**src/rtl/if_stage.sv**
```systemverilog
// if_stage: instruction-fetch stage of the 5-stage MIPS pipeline.
// Owns the PC, drives the instruction-memory address and loads IF/ID.
//
// Ports:
//   clk, reset        rising-edge clock, async active-high reset
//   imem_addr         instruction-memory address (= PC), combinational
//   imem_data         instruction word at imem_addr, same cycle
//   stall             load-use stall: hold PC and IF/ID
//   branch_taken/     ID-resolved branch redirect and its target
//   branch_target
//   jump/jump_target  ID-resolved jump redirect and its target
//   IF_Flush          squash the instruction being fetched
//   instruction_IF    imem_data passthrough
//   PC_sumado_IF      PC+4, combinational
//   instruction_ID    IF/ID instruction
//   PC_sumado_ID      IF/ID PC+4
//   valid_ID          IF/ID holds a real instruction
//   halted            front end parked after fetching HALT_WORD
//   fetch_count       real instructions loaded into IF/ID
//                     (present only with IF_PERF_COUNTER_EN)
//
// Build option: define IF_PERF_COUNTER_EN to add the fetch_count port.

module if_stage #(
    parameter logic [31:0] RESET_PC  = 32'h0000_0000,
    parameter logic [31:0] HALT_WORD = 32'hFC00_0000
) (
    input  logic        clk,
    input  logic        reset,
    output logic [31:0] imem_addr,
    input  logic [31:0] imem_data,
    input  logic        stall,
    input  logic        branch_taken,
    input  logic [31:0] branch_target,
    input  logic        jump,
    input  logic [31:0] jump_target,
    input  logic        IF_Flush,
    output logic [31:0] instruction_IF,
    output logic [31:0] PC_sumado_IF,
    output logic [31:0] instruction_ID,
    output logic [31:0] PC_sumado_ID,
    output logic        valid_ID,
    output logic        halted
`ifdef IF_PERF_COUNTER_EN
    ,
    output logic [31:0] fetch_count
`endif
);

    typedef enum logic [1:0] {
        S_BOOT,
        S_RUN,
        S_HALTED
    } state_t;

    state_t      state_q;
    state_t      state_d;
    logic [31:0] pc_q;
    logic [31:0] pc_d;
    logic [31:0] iid_q;
    logic [31:0] iid_d;
    logic [31:0] pid_q;
    logic [31:0] pid_d;
    logic        vid_q;
    logic        vid_d;

    logic [31:0] pc_plus4;
    logic        squash;
    logic        halt_hit;

    // Targets are word-aligned; the low two bits are dropped.
    logic [3:0]  unused_tgt_lsb;
    assign unused_tgt_lsb = {jump_target[1:0], branch_target[1:0]};

    assign pc_plus4       = pc_q + 32'd4;
    assign squash         = IF_Flush | jump | branch_taken;
    assign halt_hit       = (imem_data == HALT_WORD);

    assign imem_addr      = pc_q;
    assign instruction_IF = imem_data;
    assign PC_sumado_IF   = pc_plus4;
    assign instruction_ID = iid_q;
    assign PC_sumado_ID   = pid_q;
    assign valid_ID       = vid_q;
    assign halted         = (state_q == S_HALTED);

    always_comb begin
        state_d = state_q;
        pc_d    = pc_q;
        iid_d   = iid_q;
        pid_d   = pid_q;
        vid_d   = vid_q;
        unique case (state_q)
            S_BOOT: begin
                state_d = S_RUN;
                pc_d    = RESET_PC;
                iid_d   = 32'h0;
                pid_d   = 32'h0;
                vid_d   = 1'b0;
            end
            S_RUN: begin
                if (jump) begin
                    pc_d = {jump_target[31:2], 2'b00};
                end else if (branch_taken) begin
                    pc_d = {branch_target[31:2], 2'b00};
                end else if (!stall) begin
                    pc_d = pc_plus4;
                end
                // A squash wins over a stall: the slot is
                // discarded even while decode is held.
                if (squash) begin
                    iid_d = 32'h0;
                    vid_d = 1'b0;
                    pid_d = pc_plus4;
                end else if (!stall) begin
                    if (halt_hit) begin
                        state_d = S_HALTED;
                        pc_d    = pc_q;
                        iid_d   = 32'h0;
                        vid_d   = 1'b0;
                        pid_d   = pc_plus4;
                    end else begin
                        iid_d = imem_data;
                        vid_d = 1'b1;
                        pid_d = pc_plus4;
                    end
                end
            end
            S_HALTED: begin
                state_d = S_HALTED;
            end
            default: begin
                state_d = S_BOOT;
            end
        endcase
    end

    always_ff @(posedge clk or posedge reset) begin
        if (reset) begin
            state_q <= S_BOOT;
            pc_q    <= RESET_PC;
            iid_q   <= 32'h0;
            pid_q   <= 32'h0;
            vid_q   <= 1'b0;
        end else begin
            state_q <= state_d;
            pc_q    <= pc_d;
            iid_q   <= iid_d;
            pid_q   <= pid_d;
            vid_q   <= vid_d;
        end
    end

`ifdef IF_PERF_COUNTER_EN
    logic [31:0] fcnt_q;
    logic        fetch_load;

    // Counts exactly the edges that write valid_ID=1.
    assign fetch_load = (state_q == S_RUN) && !squash
                        && !stall && !halt_hit;
    assign fetch_count = fcnt_q;

    always_ff @(posedge clk or posedge reset) begin
        if (reset) begin
            fcnt_q <= 32'h0;
        end else if (fetch_load) begin
            fcnt_q <= fcnt_q + 32'd1;
        end
    end
`endif

endmodule

```
**config.mk**
```make
export PLATFORM = sky130hd
export DESIGN_NAME = if_stage
export DESIGN_NICKNAME = d
export VERILOG_FILES = /design/src/rtl/if_stage.sv
export SDC_FILE = /design/constraint.sdc
export NUM_CORES = 1
export LEC_CHECK = 0
export ABC_CLOCK_PERIOD_IN_PS = 7820
export CORE_MARGIN = 2
export CORE_UTILIZATION = 25
export CTS_BUF_LIST = sky130_fd_sc_hd__clkbuf_8
export DETAILED_ROUTE_END_ITERATION = 12
export PLACE_DENSITY_LB_ADDON = 0.1
export SETUP_SLACK_MARGIN = 0.05
export SYNTH_ARGS = -nofsm -noshare
export SYNTH_HDL_FRONTEND = slang
export SYNTH_SLANG_ARGS = --single-unit
export TNS_END_PERCENT = 5
```
**constraint.sdc**
```tcl
create_clock -name clk -period 7.82 [get_ports clk]
set_clock_uncertainty 0.15 [all_clocks]
set_input_delay 1.564 -clock clk [delete_from_list [all_inputs] [get_ports clk]]
set_output_delay 1.564 -clock clk [all_outputs]
set_load 0.1 [all_outputs]
```
# Word-level counts from Yosys, hierarchy flattened
# Index checks and enable logic that the tools add are counted.
# op_classes
n_bitwise,2
n_reduce_logical,5
addsub,1
eq_ne,8
muxes,22
# op_table
cell,count
two-way mux 32 bit,11
case mux 32 bit (2 select lines),3
adder 32 x 3 -> 32 bit (second input constant),1
equality test 32 bit (second input constant),1
two-way mux 2 bit,3
inequality test 2 bit (second input constant),3
case mux 2 bit (3 select lines),1
inequality test 4 bit (second input constant),1
AND reduction 2 bit,2
two-way mux 1 bit,3
inequality test 3 bit (second input constant),1
AND reduction 3 bit,1
equality test 2 x 1 -> 1 bit (second input constant),1
equality test 2 bit (second input constant),1
logical NOT 2 bit,1
bitwise OR 1 bit,2
case mux 1 bit (2 select lines),1
nonzero test 2 bit,1
# totals
register_bits,99
out_inout_bits,162
inputBits,102

# Logic depth before layout (Yosys ltp)
# depth
depth_word,8
depth_mapped,9
depth_no_buf,7

# Worst setup path before layout
# No wires, ideal clock.
# synth_timing
path_kind,register -> output
startpoint,"register pc_q[2], in the netlist imem_addr[2]"
endpoint,output PC_sumado_IF[30]
path_buffers,0
required_ns,6.106
slack_ns,2.354
stages_incl_launch_ff,6
t_arrival_ns,3.752
path_cell_list,dfrtp_1 -> ha_1 -> and4_1 -> nand4_1 -> nor4_1 -> xor2_1
# synth_via
elab_chain_cells,1
# synth_lines
element,line,rtl
"start, declared",58,logic [31:0] pc_q;
"start signal, assigned",147,pc_q <= pc_d;
adder 32 x 3 -> 32 bit,75,assign pc_plus4 = pc_q + 32'd4;
"end, declared",39,"output logic [31:0] PC_sumado_IF,"
# No other way between the ends.

# Final worst setup path
# layout_timing
startpoint,"register pc_q[4], in the netlist imem_addr[4]"
endpoint,output PC_sumado_IF[21]
# Same word-level chain as after synthesis.

==> results.md <==
- Status: finished, final reports clean
- Setup Viol. Count Final: 0
- Clk slew on worst S/H paths: 0.10 ns
- Gpl congestion: 0.801
- Ys async rst share: between 90% and 100%
- Critical Path AT: 4.02 ns
- Critical Path Fanout Max: 8
- Number of CTS-inserted buffers: 9
- Hold depth: 2
- Synth warn: 0
- Max Freq: 174 MHz
- Cts hold-fix bufs: 0
- Hold Violations, Final: 0
- DRT Pass-1 Iters: 5
- Tmin final: 5.73 ns
- Vias in the first global route: 5,384
- Die area: 23,100 sq um
- Leakage: 3.36 nW
- Tcrit/Tclk final: 73.3%
- Main flop type after synthesis: dfrtp_1
- # DRC: 0
- Pins Over Slew Limit: 0
- Share of layout cells above drive strength 1: 5.40%
- Core Region: between 20,000 and 25,000 sq um
- Antenna Nets Post-Route: 0
- Antenna violations before repair: 0
- Slew HR: 27.2%
- Kind of critical path: flop to output pin
- Latest clock arrival within the worst-skew pair: roughly 0.39 ns
- Largest net degree at the start of global routing: 78
- Most frequent cells in the layout: clkdlybuf4s50_1, dfrtp_1, nand2_1, o21ai_0, a22o_1
- CP Data Required Time: between 6 and 7 ns
- HP Start: PC_sumado_ID[3]$_DFFE_PP0P_
- MaxCap Viol Count: 0
- #FFs+latches synth: 96
- Die height: 152 um
- Final WL: 21.5 mm
- Cells after synthesis: 590
- CTS tree: done
- I/O Pins: 264
- Clock sinks: between 90 and 100
- Hold Path Sink: PC_sumado_ID[3]$_DFFE_PP0P_
- Pwr/cell area: 265 nW/um^2
- First DRT Iteration DRCs: 304
- Post-CTS Setup Bufs: 0
- FF-to-FF path depth: 8
- Number of flops mapped to enable cells by yosys: 0
- Post-Syn Area per Cell: a little over 9 sq um
- R2R Setup Slk: just under 5 ns
- Synthesized cell area: 5490 sq um
- H-tree depth: 3
- Commonest non-fill, non-tap cell in the layout: clkdlybuf4s50_1
- Hold WS: between 0.3 and 0.4 ns
- Diode count: 0
- CTS resizes: 0
- Post-layout util: 37.8%
- RSZ-0062 raised after global routing: false
- Worst Setup End Kind: output pin
- R2R Path Start: state_q[1]$_DFFE_PP0P_
- Tot GR Track Use: about 18%
- Setup WS pre-CTS: 2.56 ns
- Vias: 5,320
- FP Rows: 54
- Peak supply drop: 0.102 mV
- Seq/Total Area, Yosys: 43.8%
- Max clock buf depth: 2
- Worst R2R End: PC_sumado_ID[12]$_DFFE_PP0P_
- Vias per inst: 4.94
- CTS root buf: clkbuf_8
- Crit path from: imem_addr[4]$_DFFE_PP0P_
- Die span in x: about 150 um
- Starting density of the core: 25.3%
- Worst min path class: flop to flop
- Layout area overhead: 49.3%
- Least-Margin Pin Slew: ~1.1 ns
- Yosys cell types: 50
- DP HPWL: 16.1 mm
- Drt wl/cell: 20.0 um
- Final net count: 898
- Gr ovfl total: 0
- Port Buf Inserts: roughly 260
- Final WS setup: 2.09 ns
- CP startpoint kind: flop
- First-pass GRT wire length: roughly 33 mm
- Setup TNS: 0 ns
report_power, final:
| part | internal, mW | total (mW) | switching [mW] | leakage (nW) |
|---|---|---|---|---|
| combinational | 0.266 | 1.19 | 0.921 | 2.05 |
| sequential | 0.558 | 0.625 | 0.0674 | 1.21 |
| clock | 0.151 | 0.355 | 0.204 | 0.100 |
| total | 0.975 | 2.17 | 1.19 | 3.36 |
metrics by stage:
| step | std cells | power [mW] | instance area (sq um) |
|---|---|---|---|
| finish | 1077 | 2.17 | 8190 |
| global route | 1077 | 2.25 | 8190 |
| CTS | 1077 | 2.19 | 8190 |
| detailed placement | 1061 | 1.83 | 7990 |
| global placement | 1061 | 1.82 | 7990 |
| floorplan | 593 | 1.51 | 5500 |
kinds of logic after synthesis:
group                      Yosys count  share of synthesized area [%]
other                                1                         0.0684
muxes                                7                           1.28
adders and majority gates            4                          0.912
xor gates and xnor gates            27                           4.31
AOI/OAI and AO/OA                  170                           22.7
and+or+nand+nor                    191                           17.1
buffers and inverters               94                           9.85
DFF                                 96                           43.8
state kept, by name, indices dropped and copies added (netlist names):
signal	count
valid_ID	1
PC_sumado_ID	31
state_q	2
instruction_ID	32
imem_addr	30
routing by layer:
metal	track usage, %	vias up	wire, um
li1	-	2501	-
met1	25.9	2597	10100
met2	28.8	202	9900
met3	3.57	20	1120
met4	6.01	0	410
met5	0	-	0
cell type report:
| type | instances | area (sq um) |
|---|---|---|
| repair buffers | 261 | 2600 |
| clock buffers | 9 | 124 |
| inverters | 21 | 81.3 |
| well taps | 280 | 350 |
| fillers | 2205 | 13500 |
| clock inverters | 7 | 77.6 |
| multi-input cells | 403 | 2550 |
| flip-flops and latches | 96 | 2400 |
worst max-delay path, stage by stage (launching register included):
cell,delay (ns)
dfrtp_1,0.49
nand4_1,0.21
nor4_1,0.81
nand3_1,0.34
xnor2_1,0.54
clkdlybuf4s50_1,1.24
Yosys cell counts, types with 5 or more instances:
| master | number | area, sq um |
|---|---|---|
| and3_1 | 14 | 87.6 |
| nand2_1 | 80 | 300 |
| nor2_1 | 21 | 78.8 |
| inv_1 | 21 | 78.8 |
| nand3_1 | 16 | 80.1 |
| buf_4 | 38 | 285 |
| buf_2 | 6 | 30.0 |
| nor4_1 | 10 | 62.6 |
| a221oi_1 | 7 | 61.3 |
| o31a_1 | 5 | 43.8 |
| a21oi_1 | 19 | 95.1 |
| o22ai_1 | 11 | 68.8 |
| clkbuf_1 | 22 | 82.6 |
| dfrtp_1 | 96 | 2400 |
| o21ai_0 | 44 | 220 |
| o21ai_2 | 6 | 52.6 |
| a31o_2 | 5 | 43.8 |
| xor2_1 | 11 | 96.3 |
| and2_1 | 6 | 37.5 |
| a22o_1 | 42 | 368 |
| xnor2_1 | 16 | 140 |
| buf_6 | 5 | 56.3 |
| mux2i_1 | 7 | 70.1 |
| nand4_1 | 18 | 113 |
| nor3_1 | 10 | 50.1 |
worst max-delay path by stage:
stage | slack [ns] | endpoint | cells past startpoint
finish | 2.09 | PC_sumado_IF[21] | 5
global route | 1.92 | PC_sumado_IF[21] | 5
CTS | 2.13 | PC_sumado_IF[21] | 5
detailed placement | 2.56 | PC_sumado_IF[21] | 5
global placement | 2.59 | PC_sumado_IF[22] | 6
floorplan | 2.35 | PC_sumado_IF[30] | 5
Power figures use the tool's default switching activity.
